--- src/rtl/loop_stack_unit.sv ---
// Loop-bracket stack for a '['/']' interpreter core: pushes loop heads, issues back-jumps, skips zero-trip bodies.
// Optional LOOP_STACK_HIGH_WATER_EN adds a high_water output tracking peak stack occupancy since reset.
module loop_stack_unit #(
  parameter int unsigned PC_WIDTH   = 10,
  parameter int unsigned DEPTH      = 8,
  parameter int unsigned SKIP_WIDTH = 8
) (
  input  logic                       clk,
  input  logic                       reset,
  input  logic                       op_valid,
  input  logic [1:0]                 op,
  input  logic [PC_WIDTH-1:0]        pc_in,
  input  logic                       acc_zero,
  output logic                       ready,
  output logic                       skip,
  output logic                       jump,
  output logic [PC_WIDTH-1:0]        jump_pc,
  output logic [$clog2(DEPTH+1)-1:0] depth,
  output logic                       overflow,
  output logic                       underflow
`ifdef LOOP_STACK_HIGH_WATER_EN
  ,
  output logic [$clog2(DEPTH+1)-1:0] high_water
`endif
);

  localparam int unsigned DW = $clog2(DEPTH + 1);
  localparam int unsigned AW = $clog2(DEPTH);

  localparam logic [1:0] ST_RUN   = 2'd0;
  localparam logic [1:0] ST_SKIP  = 2'd1;
  localparam logic [1:0] ST_ERROR = 2'd2;

  localparam logic [1:0] OP_OPEN  = 2'b01;
  localparam logic [1:0] OP_CLOSE = 2'b10;

  logic [1:0]            state, state_n;
  logic [SKIP_WIDTH-1:0] skip_cnt, skip_cnt_n;
  logic [DW-1:0]         depth_n;
  logic                  jump_n, overflow_n, underflow_n;
  logic [PC_WIDTH-1:0]   jump_pc_n;
  logic                  push_c;
  logic                  accept_c;
  logic [AW-1:0]         push_idx, top_idx;
  logic [PC_WIDTH-1:0]   stack [DEPTH];

  assign accept_c = op_valid & ready;
  assign push_idx = AW'(depth);
  assign top_idx  = AW'(depth - DW'(1));

  // Next-state and registered-output decode
  always_comb begin
    state_n     = state;
    skip_cnt_n  = skip_cnt;
    depth_n     = depth;
    jump_n      = 1'b0;
    jump_pc_n   = jump_pc;
    overflow_n  = overflow;
    underflow_n = underflow;
    push_c      = 1'b0;
    case (state)
      ST_RUN: begin
        if (accept_c && op == OP_OPEN) begin
          if (acc_zero) begin
            state_n    = ST_SKIP;
            skip_cnt_n = SKIP_WIDTH'(1);
          end else if (depth == DW'(DEPTH)) begin
            overflow_n = 1'b1;
            state_n    = ST_ERROR;
          end else begin
            push_c  = 1'b1;
            depth_n = depth + DW'(1);
          end
        end else if (accept_c && op == OP_CLOSE) begin
          if (depth == '0) begin
            underflow_n = 1'b1;
            state_n     = ST_ERROR;
          end else if (acc_zero) begin
            depth_n = depth - DW'(1);
          end else begin
            jump_n    = 1'b1;
            jump_pc_n = stack[top_idx] + PC_WIDTH'(1);
          end
        end
      end
      ST_SKIP: begin
        // Only bracket nesting matters while skipping; acc_zero is irrelevant
        if (accept_c && op == OP_OPEN) begin
          if (skip_cnt == '1) begin
            overflow_n = 1'b1;
            state_n    = ST_ERROR;
          end else begin
            skip_cnt_n = skip_cnt + SKIP_WIDTH'(1);
          end
        end else if (accept_c && op == OP_CLOSE) begin
          skip_cnt_n = skip_cnt - SKIP_WIDTH'(1);
          if (skip_cnt == SKIP_WIDTH'(1)) begin
            state_n = ST_RUN;
          end
        end
      end
      default: begin
        state_n = ST_ERROR;
      end
    endcase
  end

  // State and output registers
  always_ff @(posedge clk) begin
    if (reset) begin
      state     <= ST_RUN;
      skip_cnt  <= '0;
      depth     <= '0;
      jump      <= 1'b0;
      jump_pc   <= '0;
      overflow  <= 1'b0;
      underflow <= 1'b0;
      skip      <= 1'b0;
      ready     <= 1'b1;
    end else begin
      state     <= state_n;
      skip_cnt  <= skip_cnt_n;
      depth     <= depth_n;
      jump      <= jump_n;
      jump_pc   <= jump_pc_n;
      overflow  <= overflow_n;
      underflow <= underflow_n;
      skip      <= (state_n == ST_SKIP);
      ready     <= (state_n != ST_ERROR);
    end
  end

  // Stack storage is not cleared by reset; occupancy alone defines validity
  always_ff @(posedge clk) begin
    if (!reset && push_c) begin
      stack[push_idx] <= pc_in;
    end
  end

`ifdef LOOP_STACK_HIGH_WATER_EN
  always_ff @(posedge clk) begin
    if (reset) begin
      high_water <= '0;
    end else if (depth > high_water) begin
      high_water <= depth;
    end
  end
`endif

endmodule

--- config.mk ---
export PLATFORM = sky130hd
export DESIGN_NAME = loop_stack_unit
export DESIGN_NICKNAME = d
export VERILOG_FILES = /design/src/rtl/loop_stack_unit.sv
export SDC_FILE = /design/constraint.sdc
export NUM_CORES = 1
export LEC_CHECK = 0
export BUFFER_PORTS_ARGS = -buffer_cell sky130_fd_sc_hd__buf_2
export CAP_MARGIN = 5
export CORE_MARGIN = 1
export CORE_UTILIZATION = 40
export CTS_BUF_LIST = sky130_fd_sc_hd__clkbuf_2 sky130_fd_sc_hd__clkbuf_4 sky130_fd_sc_hd__clkbuf_8
export CTS_CLUSTER_DIAMETER = 80
export DETAILED_ROUTE_END_ITERATION = 10
export SLEW_MARGIN = 20
export SYNTH_ARGS = -nofsm -noshare
export SYNTH_HDL_FRONTEND = slang
export SYNTH_SLANG_ARGS = --single-unit
--- constraint.sdc ---
create_clock -name clk -period 8.1 [get_ports clk]
set_clock_uncertainty 0.2 [all_clocks]
set_input_delay 0.405 -clock clk [delete_from_list [all_inputs] [get_ports clk]]
set_output_delay 0.405 -clock clk [all_outputs]
set_load 0.02 [all_outputs]
==> impl_metrics.env, run 1 <==
export IMPL_cp_required_ns=8.19
export IMPL_min_path_type="in -> reg"
export IMPL_synth_cell_types=50
export IMPL_clock_fmax_mhz=232
export IMPL_core_sq_mm=0.0115
export IMPL_syn_area_sq_mm=0.00475
export IMPL_fin_crit_sh_pct=53.3
export IMPL_min_period_ns=4.32
export IMPL_holdWs_ns=0.0847
export IMPL_gp_congestion=0.834
export IMPL_synth_area_per_cell_sq_um=14.0
export IMPL_yosys_area_top_type="edfxtp_1"
export IMPL_yosysSeqAreaShare_pct=62.8
export IMPL_final_cells=522
export IMPL_routed_wl_mm=9.19
export IMPL_syn_inst=339
export IMPL_clkSinkCount=109
export IMPL_worstHoldStart="pc_in[3]"
export IMPL_portBuffers=34
export IMPL_crit_path_max_incr_delay_ns=0.92
export IMPL_synth_edff_count=80
export IMPL_hold_viol=0
export IMPL_nNetsFinal=397
export IMPL_yosysMostFrequentCell="edfxtp_1"
export IMPL_worst_pin_slew_ns=1.06
export IMPL_outcome="complete, but fails checks"
export IMPL_p_comb_share_pct=9.8
export IMPL_overflow=0
export IMPL_intPower_uw=766
export IMPL_viasPerCell=5.27
export IMPL_crit_buf_inv=1
export IMPL_crit_family="multiplexers"
export IMPL_layout_area_overhead_vs_synth_pct=10.9
export IMPL_hold_depth=1
export IMPL_antenna_found_initial=0
export IMPL_switching_share_pct=25.9
export IMPL_drtPass1Iterations=7
export IMPL_first_iter_violations=222
export IMPL_cp_arrival_ns=4.40
export IMPL_worst_setup_path_start_kind="flip-flop"
export IMPL_die_area_sq_mm=0.0123
export IMPL_rows=39
export IMPL_violations="design-rule violations"
export IMPL_switchingPower_uw=269
export IMPL_regToRegStartpoint="depth[0]$_SDFFE_PP0P_"
export IMPL_clkPwrFrac_pct=31.4
export IMPL_synth_area_leaders="edfxtp_1, dfxtp_1, mux4_2"
export IMPL_drc=6
export IMPL_power_density_mw_per_mm2=196
export IMPL_synth_top_area_share_pct=50.6
export IMPL_die_w_um=111
export IMPL_detail_route_antenna_nets=0
export IMPL_hpwl_mm=6.10
export IMPL_synthFlopType="edfxtp_1"
export IMPL_cp_slowest_cell="dfxtp_1"
export IMPL_ctsResizeCount=0
export IMPL_cap_violations=0
export IMPL_cts_root_buf="clkbuf_8"
export IMPL_hold_path_end="stack[2][3]$_DFFE_PP_"
export IMPL_grt_use_total_pct=16.2
export IMPL_cts_tree="done"
export IMPL_drive_gt1_share_pct=21.6
export IMPL_clk_pin_slew_ns=0.12
export IMPL_leakagePower_nw=1.81
export IMPL_vias=2752
export IMPL_ioPinCount=35
export IMPL_diodes=0
export IMPL_grt_pass1_vias=2734
export IMPL_worst_path_max_fanout=16
export IMPL_critPathKind="reg -> reg"
export IMPL_yosys_warnings=0
export IMPL_cts_hold_buf=0
export IMPL_post_synth_most_frequent_cells="edfxtp_1, nor2_1, dfxtp_1"
export IMPL_cts_setup_buffers=0
export IMPL_vdd_drop_max_v=0.000107
export IMPL_r2r_worst_path_cells=8
export IMPL_grt_pass1_wl_mm=14.9
export IMPL_cts_buffers=9
export IMPL_setup_viol_count_final=0
export IMPL_avgRoutedWirePerCell_um=17.6
export IMPL_tns_ns=0
export IMPL_worstSkewPairLatency_ns=0.39
export IMPL_r2r_end="jump_pc[5]$_SDFFE_PP0P_"
export IMPL_rsz0062_at_grt="false"
export IMPL_seqPwrFrac_pct=58.8
export IMPL_r2r_slack_ns=3.78
export IMPL_syn_nets=362
export IMPL_synthArstFlopShare_pct=0
export IMPL_htree_levels=3
export IMPL_fin_area_sq_mm=0.00527
export IMPL_slew_viol_final=0
export IMPL_worst_setup_path_end_kind="flip-flop"
export IMPL_clk_path_buf_depth=2
export IMPL_ys_seq_elements=109
export IMPL_die_y_um=111
export IMPL_slew_headroom_pct=28.8
export IMPL_grt_max_degree=25
export IMPL_post_place_cells=506
export IMPL_cp_cell_sequence="inv_2, ha_1, xor2_2, mux4_2, mux2i_2, nor3_1, a211o_1, o311ai_0"
export IMPL_start_util_pct=41.3
export IMPL_total_power_mw=1.04
export IMPL_dpl_cell_area_sq_mm=0.00507
[area by class of cell]
cell class / count / area, sq um
multi-input combinational: 204 / 1670
timing repair buffer: 38 / 200
clock buffer: 9 / 124
fill: 1046 / 6250
clock inverter: 7 / 72.6
tap: 143 / 179
inverter: 12 / 45.0
sequential: 109 / 2980
[worst max path at each step]
| stage | cells after the start | slack, ns | from | to |
|---|---|---|---|---|
| 2_1_floorplan | 11 | 4.86 | depth[0]$_SDFFE_PP0P_ | jump_pc[6]$_SDFFE_PP0P_ |
| 3_5_place_dp | 8 | 3.70 | depth[0]$_SDFFE_PP0P_ | jump_pc[5]$_SDFFE_PP0P_ |
| 3_3_place_gp | 8 | 3.73 | depth[0]$_SDFFE_PP0P_ | jump_pc[5]$_SDFFE_PP0P_ |
| 6_report | 8 | 3.78 | depth[0]$_SDFFE_PP0P_ | jump_pc[5]$_SDFFE_PP0P_ |
| 5_1_grt | 8 | 3.41 | depth[0]$_SDFFE_PP0P_ | jump_pc[5]$_SDFFE_PP0P_ |
| 4_1_cts | 8 | 3.70 | depth[0]$_SDFFE_PP0P_ | jump_pc[5]$_SDFFE_PP0P_ |
[metal layers]
layer  vias up  GRT usage (%)  wire length [um]
met5         -              0                 0
met4         0           5.21                68
met3         4           5.25               375
met2        52           25.0              4310
met1      1341           21.5              4440
li1       1355              -                 -
[power groups by stage]
stage / clock network [mW] / logic [mW] / registers [mW]
6_report: 0.325 / 0.101 / 0.608
5_1_grt: 0.359 / 0.110 / 0.610
4_1_cts: 0.339 / 0.102 / 0.609
3_5_place_dp: 0 / 0.102 / 0.621
3_3_place_gp: 0 / 0.101 / 0.621
2_1_floorplan: 0 / 0.0725 / 0.622
[cells in the final DEF, fill, tap and decap left out, types with 4 or more instances in the layout]
master	instances
a21oi_1	13
and4b_1	4
buf_2	34
buf_4	4
clkbuf_8	9
dfxtp_1	29
edfxtp_1	80
ha_1	7
inv_1	11
inv_6	4
mux2i_1	26
mux4_2	16
nand2_1	15
nand2b_1	8
nand3_1	8
nand3b_1	4
nand4_1	4
nor2_1	30
nor3_1	7
o21ai_0	5
xnor2_1	10
[worst register-to-register path: stages, from the launching register on]
cell and delay, ns:
dfxtp_1 0.92, inv_2 0.32, ha_1 0.36, xor2_2 0.83
mux4_2 0.62, mux2i_2 0.40, nor3_1 0.18, a211o_1 0.30
o311ai_0 0.09
[through the flow]
stage,util [%],setup slack [ns]
after floorplan,-,4.86
after CTS,45.7,3.70
final,45.8,3.78
after detailed placement,44.0,3.70
after global placement,44.0,3.73
after global routing,45.8,3.41
[logic make-up after synthesis]
kind of cell               after synthesis  share of synthesized area, %
and+or+nand+nor                        101                          11.3
DFF                                    109                          62.8
adders and majority gates                7                          1.84
muxes                                   45                          13.8
buffers and inverters                   26                          2.29
xor gates and xnor gates                14                          2.74
AOI/OAI and AO/OA                       37                          5.21
[state kept, by name (all words and copies together) (netlist names)]
name and cells:
skip_cnt 8, jump 1, stack 80, skip 1
overflow 1, jump_pc 10, state 2, underflow 1
depth 4, ready 1
Power figures use the tool's default switching activity.
==> inputs of run 2 (changes only) <==
clock period = 3.8 ns   (was 8.1 ns; I/O delays follow)
==> run 2 against run 1 <==
  * The run still ends with design-rule violations left
  * Sequential share of layout area fell by 1.9 points
  * Sequential power rose by 110%
  * Non-clock buffer count rose by 21
  * Critical path type unchanged
==> impl_metrics.env, run 2 (synthesis gave the netlist of run 1 again) <==
export IMPL_outcome="complete, but fails checks"
export IMPL_violations="design-rule violations"
export IMPL_gp_congestion=0.814
export IMPL_slew_headroom_pct=53.7
export IMPL_grt_pass1_vias=2793
export IMPL_worst_setup_path_end_kind="flip-flop"
export IMPL_worst_setup_path_start_kind="flip-flop"
export IMPL_clkPwrFrac_pct=31.1
export IMPL_regToRegStartpoint="depth[1]$_SDFFE_PP0P_"
export IMPL_clock_fmax_mhz=316
export IMPL_clk_pin_slew_ns=0.11
export IMPL_cp_startpoint="depth[1]$_SDFFE_PP0P_"
export IMPL_clk_path_buf_depth=2
export IMPL_cp_arrival_ns=3.24
export IMPL_clkSinkCount=109
export IMPL_slew_viol_final=0
export IMPL_antenna_found_initial=0
export IMPL_layout_area_overhead_vs_synth_pct=14.7
export IMPL_vdd_drop_max_v=0.000311
export IMPL_routed_wl_mm=9.65
export IMPL_power_density_mw_per_mm2=407
export IMPL_portBuffers=34
export IMPL_die_y_um=111
export IMPL_worstHoldStart="op[0]"
export IMPL_dp_slack_ns=0.651
export IMPL_setup_viol_count_final=0
export IMPL_rows=39
export IMPL_intPower_mw=1.65
export IMPL_htree_levels=3
export IMPL_fill_cells=1006
export IMPL_critPathKind="reg -> reg"
export IMPL_cts_root_buf="clkbuf_8"
export IMPL_hold_viol=0
export IMPL_drc=6
export IMPL_min_period_ns=3.17
export IMPL_cts_hold_buf=12
export IMPL_cp_required_ns=3.88
export IMPL_seqPwrFrac_pct=58.2
export IMPL_drtPass1Iterations=7
export IMPL_nNetsFinal=418
export IMPL_switchingPower_uw=575
export IMPL_die_area_sq_mm=0.0123
export IMPL_die_w_um=111
export IMPL_switching_share_pct=25.9
export IMPL_largest_reg_flops=80
export IMPL_core_sq_mm=0.0115
export IMPL_fin_ws_ns=0.632
export IMPL_min_path_type="in -> reg"
export IMPL_grt_use_total_pct=16.9
export IMPL_diodes=0
export IMPL_ioPinCount=35
export IMPL_cts_buffers=9
export IMPL_vias=2921
export IMPL_detail_route_antenna_nets=0
export IMPL_start_util_pct=41.3
export IMPL_final_util_pct=47.3
export IMPL_cap_violations=0
export IMPL_avgRoutedWirePerCell_um=17.8
export IMPL_viasPerCell=5.38
export IMPL_tns_ns=0
export IMPL_overflow=0
export IMPL_drive_gt1_share_pct=22.3
export IMPL_final_common_cell="edfxtp_1"
export IMPL_worstSkewPairLatency_ns=0.40
export IMPL_leakagePower_nw=1.90
export IMPL_worst_path_max_fanout=14
export IMPL_top_regs="stack: 80 flops, jump_pc: 10 flops, skip_cnt: 8 flops"
export IMPL_cts_setup_buffers=0
export IMPL_rsz0062_at_grt="false"
export IMPL_grt_pass1_wl_mm=15.3
export IMPL_ctsResizeCount=0
export IMPL_final_cell_mix="edfxtp_1, buf_2, nor2_1"
export IMPL_grt_max_degree=25
export IMPL_cts_tree="done"
export IMPL_hpwl_mm=6.39
export IMPL_first_iter_violations=188
export IMPL_largest_register="stack"
export IMPL_p_comb_share_pct=10.6
export IMPL_worst_pin_slew_ns=0.686
export IMPL_fin_crit_sh_pct=83.4
run 2: layout make-up:
class	count	area, sq um	share of cell area, %
clock buffers	9	124	2.27
clock inverters	7	71.3	1.31
inverters	12	45.0	0.826
multi-input cells	204	1660	30.5
flip-flops and latches	109	2980	54.7
well taps	143	179	3.28
repair buffers	59	388	7.12
run 2: worst paths after layout:
check,cells after the start,end,slack (ns)
worst max-delay path,11,jump_pc[6]$_SDFFE_PP0P_,0.63
worst max register to register,11,jump_pc[6]$_SDFFE_PP0P_,0.63
worst min-delay path,5,overflow$_SDFFE_PP0P_,0.19
worst min register to register,2,overflow$_SDFFE_PP0P_,0.25
run 2: critical path: stages, from the launching register on:
cell      delay (ns)
dfxtp_1         0.52
inv_1           0.13
ha_1            0.26
xor2_2          0.26
buf_4           0.29
mux4_2          0.38
inv_1           0.08
ha_1            0.20
nand2_1         0.11
or4_4           0.44
nand2_1         0.09
o221ai_2        0.08
run 2: power groups by stage:
| stage | clock (mW) | sequential, mW | combinational (mW) |
|---|---|---|---|
| final | 0.691 | 1.29 | 0.236 |
| after global routing | 0.742 | 1.29 | 0.257 |
| after CTS | 0.709 | 1.29 | 0.237 |
| after detailed placement | 0 | 1.32 | 0.226 |
| after global placement | 0 | 1.32 | 0.225 |
| after floorplan | 0 | 1.32 | 0.154 |
run 2: routing by layer:
metal,wire length (um),GRT usage (%),vias to the layer above
met5,0,0,-
met4,170,7.40,0
met3,496,4.10,15
met2,4450,26.2,79
met1,4530,22.5,1435
li1,-,-,1392
run 2: metrics by stage:
stage | std cells | cell area, sq um | power (mW) | hold WS, ns
final | 543 | 5450 | 2.22 | 0.192
after global routing | 543 | 5450 | 2.29 | 0.248
after CTS | 543 | 5450 | 2.24 | 0.184
after detailed placement | 515 | 5130 | 1.55 | 0.237
after global placement | 515 | 5130 | 1.54 | 0.234
after floorplan | 339 | 4750 | 1.48 | 0.0889
==> inputs of run 3 (changes only) <==
clock period = 2.7 ns   (was 3.8 ns; I/O delays follow)
==> run 3 against run 2 <==
  * The flow still finishes with violations (design-rule violations)
  * First-iteration DRC count decreased by 4.3%
  * Clock power increased by 41%
  * Sequential power increased by 41%
  * Cell count increased by 5.2%
  * Maximum frequency increased by 19%
  * Via count increased by 1.9%
  * Worst setup slack got worse by 0.60 ns
  * Die area unchanged
  * Total power increased by 46%
  * Utilization increased by 3.4 points
==> impl_metrics.env, run 3 (synthesis gave the netlist of run 1 again) <==
export IMPL_ioPinCount=35
export IMPL_avgRoutedWirePerCell_um=17.7
export IMPL_die_y_um=111
export IMPL_largest_register="stack"
export IMPL_grt_pass1_vias=2985
export IMPL_leakagePower_nw=2.07
export IMPL_worst_setup_path_end_kind="flip-flop"
export IMPL_vdd_drop_max_v=0.000382
export IMPL_die_w_um=111
export IMPL_regToRegStartpoint="depth[0]$_SDFFE_PP0P_"
export IMPL_drc=4
export IMPL_slew_headroom_pct=71.0
export IMPL_antenna_found_initial=0
export IMPL_drive_gt1_share_pct=30.4
export IMPL_cp_startpoint="depth[0]$_SDFFE_PP0P_"
export IMPL_rows=39
export IMPL_r2r_end="jump_pc[6]$_SDFFE_PP0P_"
export IMPL_cts_root_buf="clkbuf_8"
export IMPL_clk_path_buf_depth=2
export IMPL_drtPass1Iterations=7
export IMPL_fin_ws_ns=0.0299
export IMPL_hold_viol=0
export IMPL_cp_arrival_ns=2.75
export IMPL_start_util_pct=41.3
export IMPL_outcome="complete, but fails checks"
export IMPL_portBuffers=34
export IMPL_crit_path_end="jump_pc[6]$_SDFFE_PP0P_"
export IMPL_layout_area_overhead_vs_synth_pct=22.8
export IMPL_grt_max_degree=25
export IMPL_dp_slack_ns=-0.00777
export IMPL_rsz0062_at_grt="true"
export IMPL_routed_wl_mm=10.1
export IMPL_worst_pin_slew_ns=0.430
export IMPL_min_period_ns=2.67
export IMPL_overflow=0
export IMPL_setup_viol_count_final=0
export IMPL_cp_required_ns=2.78
export IMPL_worst_setup_path_start_kind="flip-flop"
export IMPL_nNetsFinal=446
export IMPL_power_density_mw_per_mm2=555
export IMPL_clock_fmax_mhz=375
export IMPL_detail_route_antenna_nets=0
export IMPL_top_regs="stack: 80 flops, jump_pc: 10 flops, skip_cnt: 8 flops"
export IMPL_final_util_pct=50.7
export IMPL_clkSinkCount=109
export IMPL_diodes=0
export IMPL_fill_cells=1005
export IMPL_final_cell_mix="edfxtp_1, buf_4, buf_2"
export IMPL_slew_viol_final=0
export IMPL_grt_pass1_wl_mm=16.2
export IMPL_violations="design-rule violations"
export IMPL_cap_violations=0
export IMPL_r2r_worst_path_cells=9
export IMPL_clk_pin_slew_ns=0.11
export IMPL_worst_path_max_fanout=6
export IMPL_fin_crit_sh_pct=98.9
export IMPL_min_path_type="in -> reg"
export IMPL_viasPerCell=5.21
export IMPL_cts_buffers=9
export IMPL_first_iter_violations=180
export IMPL_core_sq_mm=0.0115
export IMPL_r2r_slack_ns=0.03
export IMPL_cts_tree="done"
export IMPL_die_area_sq_mm=0.0123
export IMPL_grt_use_total_pct=17.7
export IMPL_worstSkewPairLatency_ns=0.39
export IMPL_htree_levels=3
export IMPL_total_power_mw=3.24
export IMPL_final_common_cell="edfxtp_1"
export IMPL_vias=2977
export IMPL_gp_congestion=0.851
export IMPL_largest_reg_flops=80
export IMPL_critPathKind="reg -> reg"
export IMPL_hpwl_mm=6.75
## run 3: area by class of cell
cell class / count / area (sq um) / share of cell area [%]
clock inverter: 7 / 70.1 / 1.20
clock buffer: 9 / 124 / 2.12
multi-input combinational: 204 / 1760 / 30.1
inverter: 12 / 52.6 / 0.900
tap: 143 / 179 / 3.07
sequential: 109 / 2990 / 51.2
timing repair buffer: 87 / 666 / 11.4
## run 3: through the flow
| stage | TNS (ns) | area (sq um) | hold WS, ns | instances |
|---|---|---|---|---|
| 2_1_floorplan | 0 | 4830 | 0.0339 | 339 |
| 3_3_place_gp | 0 | 5370 | 0.203 | 534 |
| 3_5_place_dp | -0.00777 | 5370 | 0.216 | 534 |
| 4_1_cts | 0 | 5680 | 0.0573 | 562 |
| 5_1_grt | -0.189 | 5840 | 0.107 | 571 |
| 6_report | 0 | 5840 | 0.0728 | 571 |
## run 3: timing repair
action | in CTS | in global routing
gates cloned | 0 | 2
setup buffers | 0 | 7
hold endpoints to repair | 93 | 0
pin swaps | 0 | 5
gates resized for setup | 1 | 10
hold buffers | 12 | 0
endpoints found under the setup margin | 1 | 6
## run 3: critical path, stage by stage (launching register included)
cell and delay, ns:
dfxtp_4 0.40, inv_8 0.04, ha_4 0.33, buf_6 0.15, mux2i_1 0.07, mux4_2 0.53, buf_4 0.17, or4_4 0.52
nand2_2 0.08, o221ai_2 0.07
## run 3: worst min path at each step
| stage | startpoint | endpoint | slack, ns | cells past startpoint |
|---|---|---|---|---|
| after floorplan | pc_in[0] | stack[0][0]$_DFFE_PP_ | 0.03 | 0 |
| after global placement | pc_in[8] | stack[3][8]$_DFFE_PP_ | 0.20 | 1 |
| after detailed placement | pc_in[9] | stack[3][9]$_DFFE_PP_ | 0.22 | 1 |
| after CTS | op[0] | state[1]$_SDFF_PP0_ | 0.06 | 4 |
| after global routing | op[0] | state[1]$_SDFF_PP0_ | 0.11 | 4 |
| final | op[0] | state[1]$_SDFF_PP0_ | 0.07 | 4 |
## run 3: report_power, final
part	switching, mW	internal, mW	leakage, nW	total (mW)
registers	0.0128	1.80	0.955	1.82
logic	0.220	0.232	1.02	0.451
clock network	0.606	0.365	0.101	0.971
## run 3: metal layers
| metal | vias up | track usage (%) | share of wire [%] |
|---|---|---|---|
| met3 | 7 | 5.47 | 4.6 |
| met2 | 67 | 28.0 | 48 |
| met4 | 0 | 4.75 | 0.89 |
| met1 | 1454 | 23.7 | 47 |
| li1 | 1449 | - | - |
| met5 | - | 0 | 0 |
